## src/rtl/axis_merge_pkg.sv

```systemverilog
// Shared types and helpers for the AXI-Stream length-merge block.
//   CNT_W_DEF      : default width of the packet beat counter and error counters
//   DSIZE_DEF      : default tdata width; KSIZE_DEF follows as one keep bit per byte
//   skid_payload_t : beat payload carried through the output skid, default widths
//   sat_inc()      : increment that sticks at a caller-supplied ceiling
package axis_merge_pkg;

  localparam int CNT_W_DEF = 16;
  localparam int DSIZE_DEF = 8;
  localparam int KSIZE_DEF = DSIZE_DEF / 8;

  typedef struct packed {
    logic [DSIZE_DEF-1:0] tdata;
    logic [KSIZE_DEF-1:0] tkeep;
    logic                 tlast;
  } skid_payload_t;

  // Saturating increment; the ceiling is passed in so any counter width up to 32 can share it.
  function automatic logic [31:0] sat_inc(input logic [31:0] count, input logic [31:0] max_val);
    logic [31:0] result;
    if (count >= max_val) begin
      result = max_val;
    end else begin
      result = count + 32'd1;
    end
    return result;
  endfunction

endpackage

```

## src/rtl/axis_skid_pipe.sv

```systemverilog
// Two-entry register skid buffer for a valid/ready stream.
//   clock     : sole clock
//   rst       : synchronous active-high reset, empties both entries
//   in_valid  : upstream valid;  in_ready  : upstream ready (registered, low when full)
//   in_data   : upstream payload (PW bits)
//   out_valid : downstream valid (registered); out_ready : downstream ready
//   out_data  : downstream payload (registered)
// A beat written into an empty buffer appears on the output the next cycle.
module axis_skid_pipe #(
  parameter int PW = 10
) (
  input  logic          clock,
  input  logic          rst,
  input  logic          in_valid,
  output logic          in_ready,
  input  logic [PW-1:0] in_data,
  output logic          out_valid,
  input  logic          out_ready,
  output logic [PW-1:0] out_data
);

  logic          head_valid_r, head_valid_s;
  logic [PW-1:0] head_data_r, head_data_s;
  logic          skid_valid_r, skid_valid_s;
  logic [PW-1:0] skid_data_r, skid_data_s;
  logic          ready_r;
  logic          wr_s, rd_s;

  // Next-state of the two entries: head feeds the output, skid catches a beat while head stalls.
  always_comb begin
    head_valid_s = head_valid_r;
    head_data_s  = head_data_r;
    skid_valid_s = skid_valid_r;
    skid_data_s  = skid_data_r;
    wr_s         = in_valid & ready_r;
    rd_s         = head_valid_r & out_ready;
    if (skid_valid_r) begin
      // Full: ready_r is low so no write can arrive; a read promotes skid into head.
      if (rd_s) begin
        head_data_s  = skid_data_r;
        skid_valid_s = 1'b0;
      end else begin
        head_data_s  = head_data_r;
      end
    end else if (head_valid_r) begin
      if (rd_s && wr_s) begin
        head_data_s  = in_data;
      end else if (rd_s) begin
        head_valid_s = 1'b0;
      end else if (wr_s) begin
        skid_valid_s = 1'b1;
        skid_data_s  = in_data;
      end else begin
        head_valid_s = head_valid_r;
      end
    end else begin
      if (wr_s) begin
        head_valid_s = 1'b1;
        head_data_s  = in_data;
      end else begin
        head_valid_s = 1'b0;
      end
    end
  end

  // Entry registers plus the registered ready, which drops as soon as both entries will be occupied.
  always_ff @(posedge clock) begin
    if (rst) begin
      head_valid_r <= 1'b0;
      head_data_r  <= '0;
      skid_valid_r <= 1'b0;
      skid_data_r  <= '0;
      ready_r      <= 1'b0;
    end else begin
      head_valid_r <= head_valid_s;
      head_data_r  <= head_data_s;
      skid_valid_r <= skid_valid_s;
      skid_data_r  <= skid_data_s;
      ready_r      <= ~(head_valid_s & skid_valid_s);
    end
  end

  assign in_ready  = ready_r;
  assign out_valid = head_valid_r;
  assign out_data  = head_data_r;

endmodule

```

## src/rtl/axis_length_merge_with_user.sv

```systemverilog
// Rebuilds original packets from a stream cut into fixed-length chunks.
// Chunk ends (tlast) are dropped; the original packet end (tuser) becomes the output tlast.
//   clock, rst        : sole clock, synchronous active-high reset
//   length            : expected chunk length in beats, 0 disables the length check
//   axis_in_*         : chunked input stream (tuser = original packet end)
//   axis_out_*        : merged output stream through a 2-entry skid (1-cycle latency)
//   pkt_done, pkt_len : pulse and beat count for every merged packet end accepted
//   short_err_cnt     : saturating count of non-final chunks shorter than length
//   long_err_cnt      : saturating count of chunks running past length without tlast
module axis_length_merge_with_user
  import axis_merge_pkg::*;
#(
  parameter int DSIZE = DSIZE_DEF,
  parameter int KSIZE = DSIZE / 8,
  parameter int CNT_W = CNT_W_DEF
) (
  input  logic             clock,
  input  logic             rst,
  input  logic [31:0]      length,
  input  logic             axis_in_tvalid,
  output logic             axis_in_tready,
  input  logic [DSIZE-1:0] axis_in_tdata,
  input  logic [KSIZE-1:0] axis_in_tkeep,
  input  logic             axis_in_tlast,
  input  logic             axis_in_tuser,
  output logic             axis_out_tvalid,
  input  logic             axis_out_tready,
  output logic [DSIZE-1:0] axis_out_tdata,
  output logic [KSIZE-1:0] axis_out_tkeep,
  output logic             axis_out_tlast,
  output logic             pkt_done,
  output logic [CNT_W-1:0] pkt_len,
  output logic [CNT_W-1:0] short_err_cnt,
  output logic [CNT_W-1:0] long_err_cnt
);

  localparam int               PW        = DSIZE + KSIZE + 1;
  localparam logic [CNT_W-1:0] CNT_ONES  = '1;
  localparam logic [31:0]      CNT_MAX32 = 32'(CNT_ONES);

  logic             acc_s;
  logic             len_on_s;
  logic [31:0]      chk_cnt_r;
  logic [31:0]      chk_inc_s;
  logic             short_hit_s;
  logic             long_hit_s;
  logic [CNT_W-1:0] pkt_cnt_r;
  logic [CNT_W-1:0] pkt_inc_s;
  logic [CNT_W-1:0] pkt_len_r;
  logic             pkt_done_r;
  logic [CNT_W-1:0] short_err_r;
  logic [CNT_W-1:0] long_err_r;
  logic [PW-1:0]    in_payload_s;
  logic [PW-1:0]    out_payload_s;

  // Output tlast is the original packet end; the chunk tlast goes no further.
  assign in_payload_s = {axis_in_tdata, axis_in_tkeep, axis_in_tuser};

  axis_skid_pipe #(
    .PW (PW)
  ) u_skid (
    .clock     (clock),
    .rst       (rst),
    .in_valid  (axis_in_tvalid),
    .in_ready  (axis_in_tready),
    .in_data   (in_payload_s),
    .out_valid (axis_out_tvalid),
    .out_ready (axis_out_tready),
    .out_data  (out_payload_s)
  );

  assign axis_out_tdata = out_payload_s[PW-1 -: DSIZE];
  assign axis_out_tkeep = out_payload_s[KSIZE:1];
  assign axis_out_tlast = out_payload_s[0];

  // Chunk-length checks use the position this beat would occupy in its chunk.
  always_comb begin
    acc_s       = axis_in_tvalid & axis_in_tready;
    len_on_s    = (length != 32'd0);
    chk_inc_s   = chk_cnt_r + 32'd1;
    short_hit_s = acc_s & len_on_s & axis_in_tlast & ~axis_in_tuser & (chk_inc_s != length);
    long_hit_s  = acc_s & len_on_s & ~axis_in_tlast & ~axis_in_tuser & (chk_inc_s == length);
    pkt_inc_s   = CNT_W'(sat_inc(32'(pkt_cnt_r), CNT_MAX32));
  end

  // Chunk/packet counters, packet-end report and saturating error counters.
  always_ff @(posedge clock) begin
    if (rst) begin
      chk_cnt_r   <= 32'd0;
      pkt_cnt_r   <= '0;
      pkt_len_r   <= '0;
      pkt_done_r  <= 1'b0;
      short_err_r <= '0;
      long_err_r  <= '0;
    end else begin
      pkt_done_r <= 1'b0;
      if (acc_s) begin
        // A long error restarts the chunk count so later chunks can resynchronise.
        if (axis_in_tlast || axis_in_tuser || long_hit_s) begin
          chk_cnt_r <= 32'd0;
        end else begin
          chk_cnt_r <= chk_inc_s;
        end
        if (axis_in_tuser) begin
          pkt_len_r  <= pkt_inc_s;
          pkt_done_r <= 1'b1;
          pkt_cnt_r  <= '0;
        end else begin
          pkt_cnt_r  <= pkt_inc_s;
        end
      end
      if (short_hit_s) begin
        short_err_r <= CNT_W'(sat_inc(32'(short_err_r), CNT_MAX32));
      end
      if (long_hit_s) begin
        long_err_r <= CNT_W'(sat_inc(32'(long_err_r), CNT_MAX32));
      end
    end
  end

  assign pkt_done      = pkt_done_r;
  assign pkt_len       = pkt_len_r;
  assign short_err_cnt = short_err_r;
  assign long_err_cnt  = long_err_r;

endmodule

```

## config.mk

```make
export PLATFORM = sky130hd
export DESIGN_NAME = axis_length_merge_with_user
export DESIGN_NICKNAME = d
export VERILOG_FILES = /design/src/rtl/axis_merge_pkg.sv /design/src/rtl/axis_skid_pipe.sv /design/src/rtl/axis_length_merge_with_user.sv
export SDC_FILE = /design/constraint.sdc
export NUM_CORES = 1
export LEC_CHECK = 0
export BUFFER_PORTS_ARGS = -buffer_cell sky130_fd_sc_hd__buf_4
export CORE_UTILIZATION = 40
export DETAILED_ROUTE_END_ITERATION = 10
export PLACE_DENSITY = 0.64
export SLEW_MARGIN = 20
export SYNTH_ARGS = -nofsm -noshare
export SYNTH_HDL_FRONTEND = slang
export SYNTH_HIERARCHICAL = 1
export SYNTH_SLANG_ARGS = --single-unit
```

## constraint.sdc

```tcl
create_clock -name clock -period 4.15 [get_ports clock]
set_clock_uncertainty 0.15 [all_clocks]
set_input_delay 0.2075 -clock clock [delete_from_list [all_inputs] [get_ports clock]]
set_output_delay 0.2075 -clock clock [all_outputs]
set_load 0.02 [all_outputs]
```

* Word-level counts from Yosys, hierarchy flattened *
Cells that the tools add are included.

operators by class
  reductions and logical operators = 9
  shift-type cells = 0
  bitwise gates (word level) = 17
  multipliers = 0
  add/sub/neg operators = 4
  order comparisons = 3
  multiplexer cells = 20
  divide/modulo/power cells = 0
  eq/ne operators = 4

operator list
  kind                     count
  $mux W16                 4
  $mux W10                 5
  $add A16 B1 Y16 const B  3
  $ge A16 B16 Y1 const B   3
  $add A32 B1 Y32 const B  1
  $eq A32 B32 Y1           1
  $mux W32                 1
  $ne A32 B32 Y1           1
  $reduce_bool A32 Y1      1
  $and A1 B1 Y1            10
  $mux W1                  10
  $not A1 Y1               7
  $reduce_and A5 Y1        1
  $ne A3 B3 Y1 const B     1
  $reduce_and A3 Y1        1
  $reduce_bool A3 Y1       1
  $logic_or A1 B1 Y1       2
  $ne A2 B2 Y1 const B     1
  $reduce_and A2 Y1        1
  $reduce_or A2 Y1         1
  $logic_and A1 B1 Y1      1

word-level totals
  memory bits (writable) = 0
  bits in registers = 120
  output and inout bits = 61
  ROM bits = 0
  memories = 0
  bits in latches = 0

* Depth between registers and ports, before layout *
  depth in word-level cells = 8
  mapped depth = 13

* Modules after synthesis *
Netlist, hierarchy kept.

modules (own cells, without submodules)
  module                       area each (sq um)  cells an instance  sequential area each (sq um)  times used
  axis_length_merge_with_user  6,442.4            835                1,941.9                       1
  axis_skid_pipe               1,167.4            114                460.4                         1

* Worst setup path before layout *
Ideal clock, no wire load.

  path type = register to register
  start = register chk_cnt_r[0]
  end = register chk_cnt_r[22]
  stages on the path, launching flop included = 12
  buffers on the path = 2
  period minus slack after synthesis = 3,125 ps
  slack = 1,025 ps
  arrival time = 2,858 ps
  cells stage by stage = dfxtp_1 ha_1 nand4_1 or4_1 xnor2_1 or4_1 a21oi_2 and4_1 buf_4 buf_2 a211oi_1 a31o_2

between the ends
  cells in the longest elaborated chain, start to end = 5

RTL lines
  item                    line                                source
  start, declared         axis_length_merge_with_user.sv:43   logic [31:0] chk_cnt_r;
  start signal, assigned  axis_length_merge_with_user.sv:102  chk_cnt_r <= chk_inc_s;
  $add A32 B1 Y32 *       axis_length_merge_with_user.sv:80   chk_inc_s = chk_cnt_r + 32'd1;
  $eq A32 B32 Y1          axis_length_merge_with_user.sv:82   long_hit_s = acc_s & len_on_s & ~axis_in_tlast & ~axis_in_tuser & (chk_inc_s == length);
  $and A1 B1 Y1           axis_length_merge_with_user.sv:82
  $logic_or A1 B1 Y1      axis_length_merge_with_user.sv:99   if (axis_in_tlast || axis_in_tuser || long_hit_s) begin
  $mux W32 *              axis_length_merge_with_user.sv:99

Every way passes the cells marked *; elsewhere a longest branch is shown, timed or not.
A chain may end at the register's enable or synchronous reset.

* Worst setup path after layout *
  start = register chk_cnt_r[5]
  end = register long_err_r[6] (netlist: long_err_cnt[6])

between the ends
  cells in the longest elaborated chain, start to end = 3

RTL lines
  item                  line                                source
  $add A32 B1 Y32       axis_length_merge_with_user.sv:80
  $eq A32 B32 Y1        axis_length_merge_with_user.sv:82
  $and A1 B1 Y1         axis_length_merge_with_user.sv:82
  end signal, assigned  axis_length_merge_with_user.sv:116  long_err_r <= CNT_W'(sat_inc(32'(long_err_r), CNT_MAX32));
  end, declared         axis_length_merge_with_user.sv:52   logic [CNT_W-1:0] long_err_r;

No other way between the ends.

==> reports/results.ini <==
[die]
core-area_sq_mm=0.01871
fp.dieH_microns=139.9
die_x_microns=139.9
die_area_sq_mm=0.01958
boundaryPins=108
rows=50
start_util=0.4068

[cells_and_area]
fin_area_sq_mm=0.009226
drive_gt1_frac=0.1952
area_delta_synth_final_pct=21.24
diodes=0
fillers=1849
final_nets=1078

[critical_path]
cp-start-kind=flip-flop
ff2ff_path_depth=10
arrival_ps=3840
crit_fanout=32
crit_path_end_kind=flip-flop
required_ps=4310
reg2reg_to=long_err_cnt[6]
worstSetupPathType=reg -> reg
r2r-start=chk_cnt_r[5]
r2r_slack_ps=470
critPathLaunch=chk_cnt_r[5]

[synth]
synth_xor_xnor_area_share=0.05755
synth_seq_area_share=0.3157
synth_compound_area_frac=0.2019
synthAdderAreaFrac=0.006577
syn-num-nets=1000
synth_mux_area_frac=0.05426
synth_top_family_by_area=simple AND/OR/NAND/NOR gates
synth_most_common_cell=dfxtp_1
synthArstFlopShare=0
synth_top_area_frac=0.3157
synth_cells=949
yosys.area_share.simple=0.3066
synth_top_cell_by_area=dfxtp_1
synth_edf_count=0
ys_top_cells_by_count=dfxtp_1 (120), nand2_1 (85), nor2_1 (60)
synth_warnings=6
synthFlopType=dfxtp_1
syn_area_per_cell_sq_um=8.019
yosysUniqueCellTypes=65
ys_seq_elements=120
ys_top_cells_by_area=dfxtp_1 (32%), nand2_1 (4.2%), a31oi_1 (3.9%)
syn-cell-area_sq_mm=0.007610

[global_routing]
grt_pass1_wl_microns=35160
grt_max_degree=88
grt_overflow=0
grt_use_total=0.2215
grt_pass1_vias=6905
antenna_found_initial=0

[routing]
met2_length_microns=10010
routed.top_layer=met4
wl_met1_microns=9991
wirelength_microns=21420
drtIter0Drc=456
postRouteAntennaNets=0
via_count=7500
route.detailed.drc=0
wl_per_cell_microns=16.81
via_per_inst=5.887
dr.pass1.iters=7
met3_length_microns=1128

[cts]
clockBufferDepth=2
post-cts-setup-buffers=0
cts.clk_slew.worst_paths_ps=60
cts_tree=yes
cts_num_sinks=120
cts_resized=0
htreeDepth=4
numCtsBuffers=17
cts-root-buf=clkbuf_16
clkLatencyLatePin_ps=430

[placement]
io_buffers=107
gp_congestion=0.9484
hpwl_microns=14330
place_area_sq_mm=0.008507

[job]
max_cap_viol_count=0

[timing]
drv_slew=0
setup_violations=0
max_slew_margin=0.2983
max_freq_mhz=271.5
worstMarginPinSlew_ps=1047
rsz0062_at_grt=no
final_hold_viol_count=0
fin_setup_tns_ps=0
timing.final.crit_share=0.8875
finalWorstPathRequiredPeriod_ps=3683

[worst_hold_path]
hold_class=in -> reg
hp-start=axis_in_tuser
worstHoldPathCells=3
worst_hold_path.endpoint=u_skid/skid_data_r[0]

[status]
status=complete, no violations

[power]
cellPowerDensity_mw_per_mm2=316.9
p_leak_nw=3.376
power.total_w=0.002924
ir_drop_mv=0.3028

## critical path, cell delays in order (launching register included)
cell and delay (ps):
dfxtp_1 500, nand4_2 230, buf_4 240, nor4_4 500, mux2_2 410, nor4_1 360
and3_1 230, and4_1 260, buf_12 210, nand4_1 130, mux2_1 320
## layer usage
metal / global-route usage / vias up
met1: 0.2980 / 3563
met4: 0.07866 / 0
met5: 0 / -
met2: 0.3545 / 220
met3: 0.04000 / 24
li1: - / 3693
## where the power goes
group / switching, W / total [W] / internal [W] / leakage, nW
sequential: 0.0000103 / 0.00118 / 0.00117 / 0.970
combinational: 0.000142 / 0.000248 / 0.000106 / 2.12
clock: 0.000566 / 0.00150 / 0.000933 / 0.283
## state kept, by name, summed over array words and instances, names as in the netlist, 10 cells and up
register / flops
chk_cnt_r: 32
long_err_cnt: 16
pkt_cnt_r: 16
pkt_len: 16
short_err_cnt: 16
u_skid/out_data: 10
u_skid/skid_data_r: 10
## layout by cell type, fill, tap and decap left out, drive strengths merged, types with 24 or more instances in the layout
master	Yosys	routed
nor3	27	27
mux2i	24	24
nor4	24	24
and3	34	34
nand2	86	86
nand2b	25	25
nand4	33	33
nand3	46	46
buf	29	131
nor2	61	61
a211oi	24	24
a31oi	48	48
dfxtp	120	120
xnor2	30	30
a21oi	49	49
## repair_timing
| item | 4_1_cts | 5_1_grt |
|---|---|---|
| endpoints found under the setup margin | 0 | 0 |
| endpoints found under the hold margin | 11 | 0 |
| hold buffers | 12 | 0 |
## logic make-up (layout without fill, tap and decap cells)
logic type      after synthesis  count (layout)
fa+ha+maj                     4               4
buf+inv                      94             185
compound gates              222             222
simple gates                423             423
xor+xnor                     50              50
mux                          36              36
flops                       120             120
## final cells by class
type	instances	area (sq um)	share of cell area
Clock buffer	22	474.2	0.05140
Clock inverter	10	118.9	0.01288
Inverter	10	37.54	0.004068
Multi-Input combinational cell	735	4785	0.5186
Sequential cell	120	2402	0.2604
Tap cell	234	292.8	0.03173
Timing Repair Buffer	143	1116	0.1210
## worst max path at each step
stage	end	cells after the start
after floorplan	chk_cnt_r[22]	11
after global placement	long_err_cnt[6]	10
after detailed placement	short_err_cnt[1]	10
after CTS	long_err_cnt[6]	10
after global routing	short_err_cnt[9]	10
final	long_err_cnt[6]	10
## through the flow
step	setup slack (ps)	instances	utilization	hold WS [ps]
floorplan	1025	949	-	212.8
global placement	609.2	1230	0.4548	298.3
detailed placement	553.6	1230	0.4548	301.9
CTS	544.1	1274	0.4929	15.74
global route	181.4	1274	0.4932	37.31
finish	467.0	1274	0.4932	29.88
(Power assumes the default switching activity.)
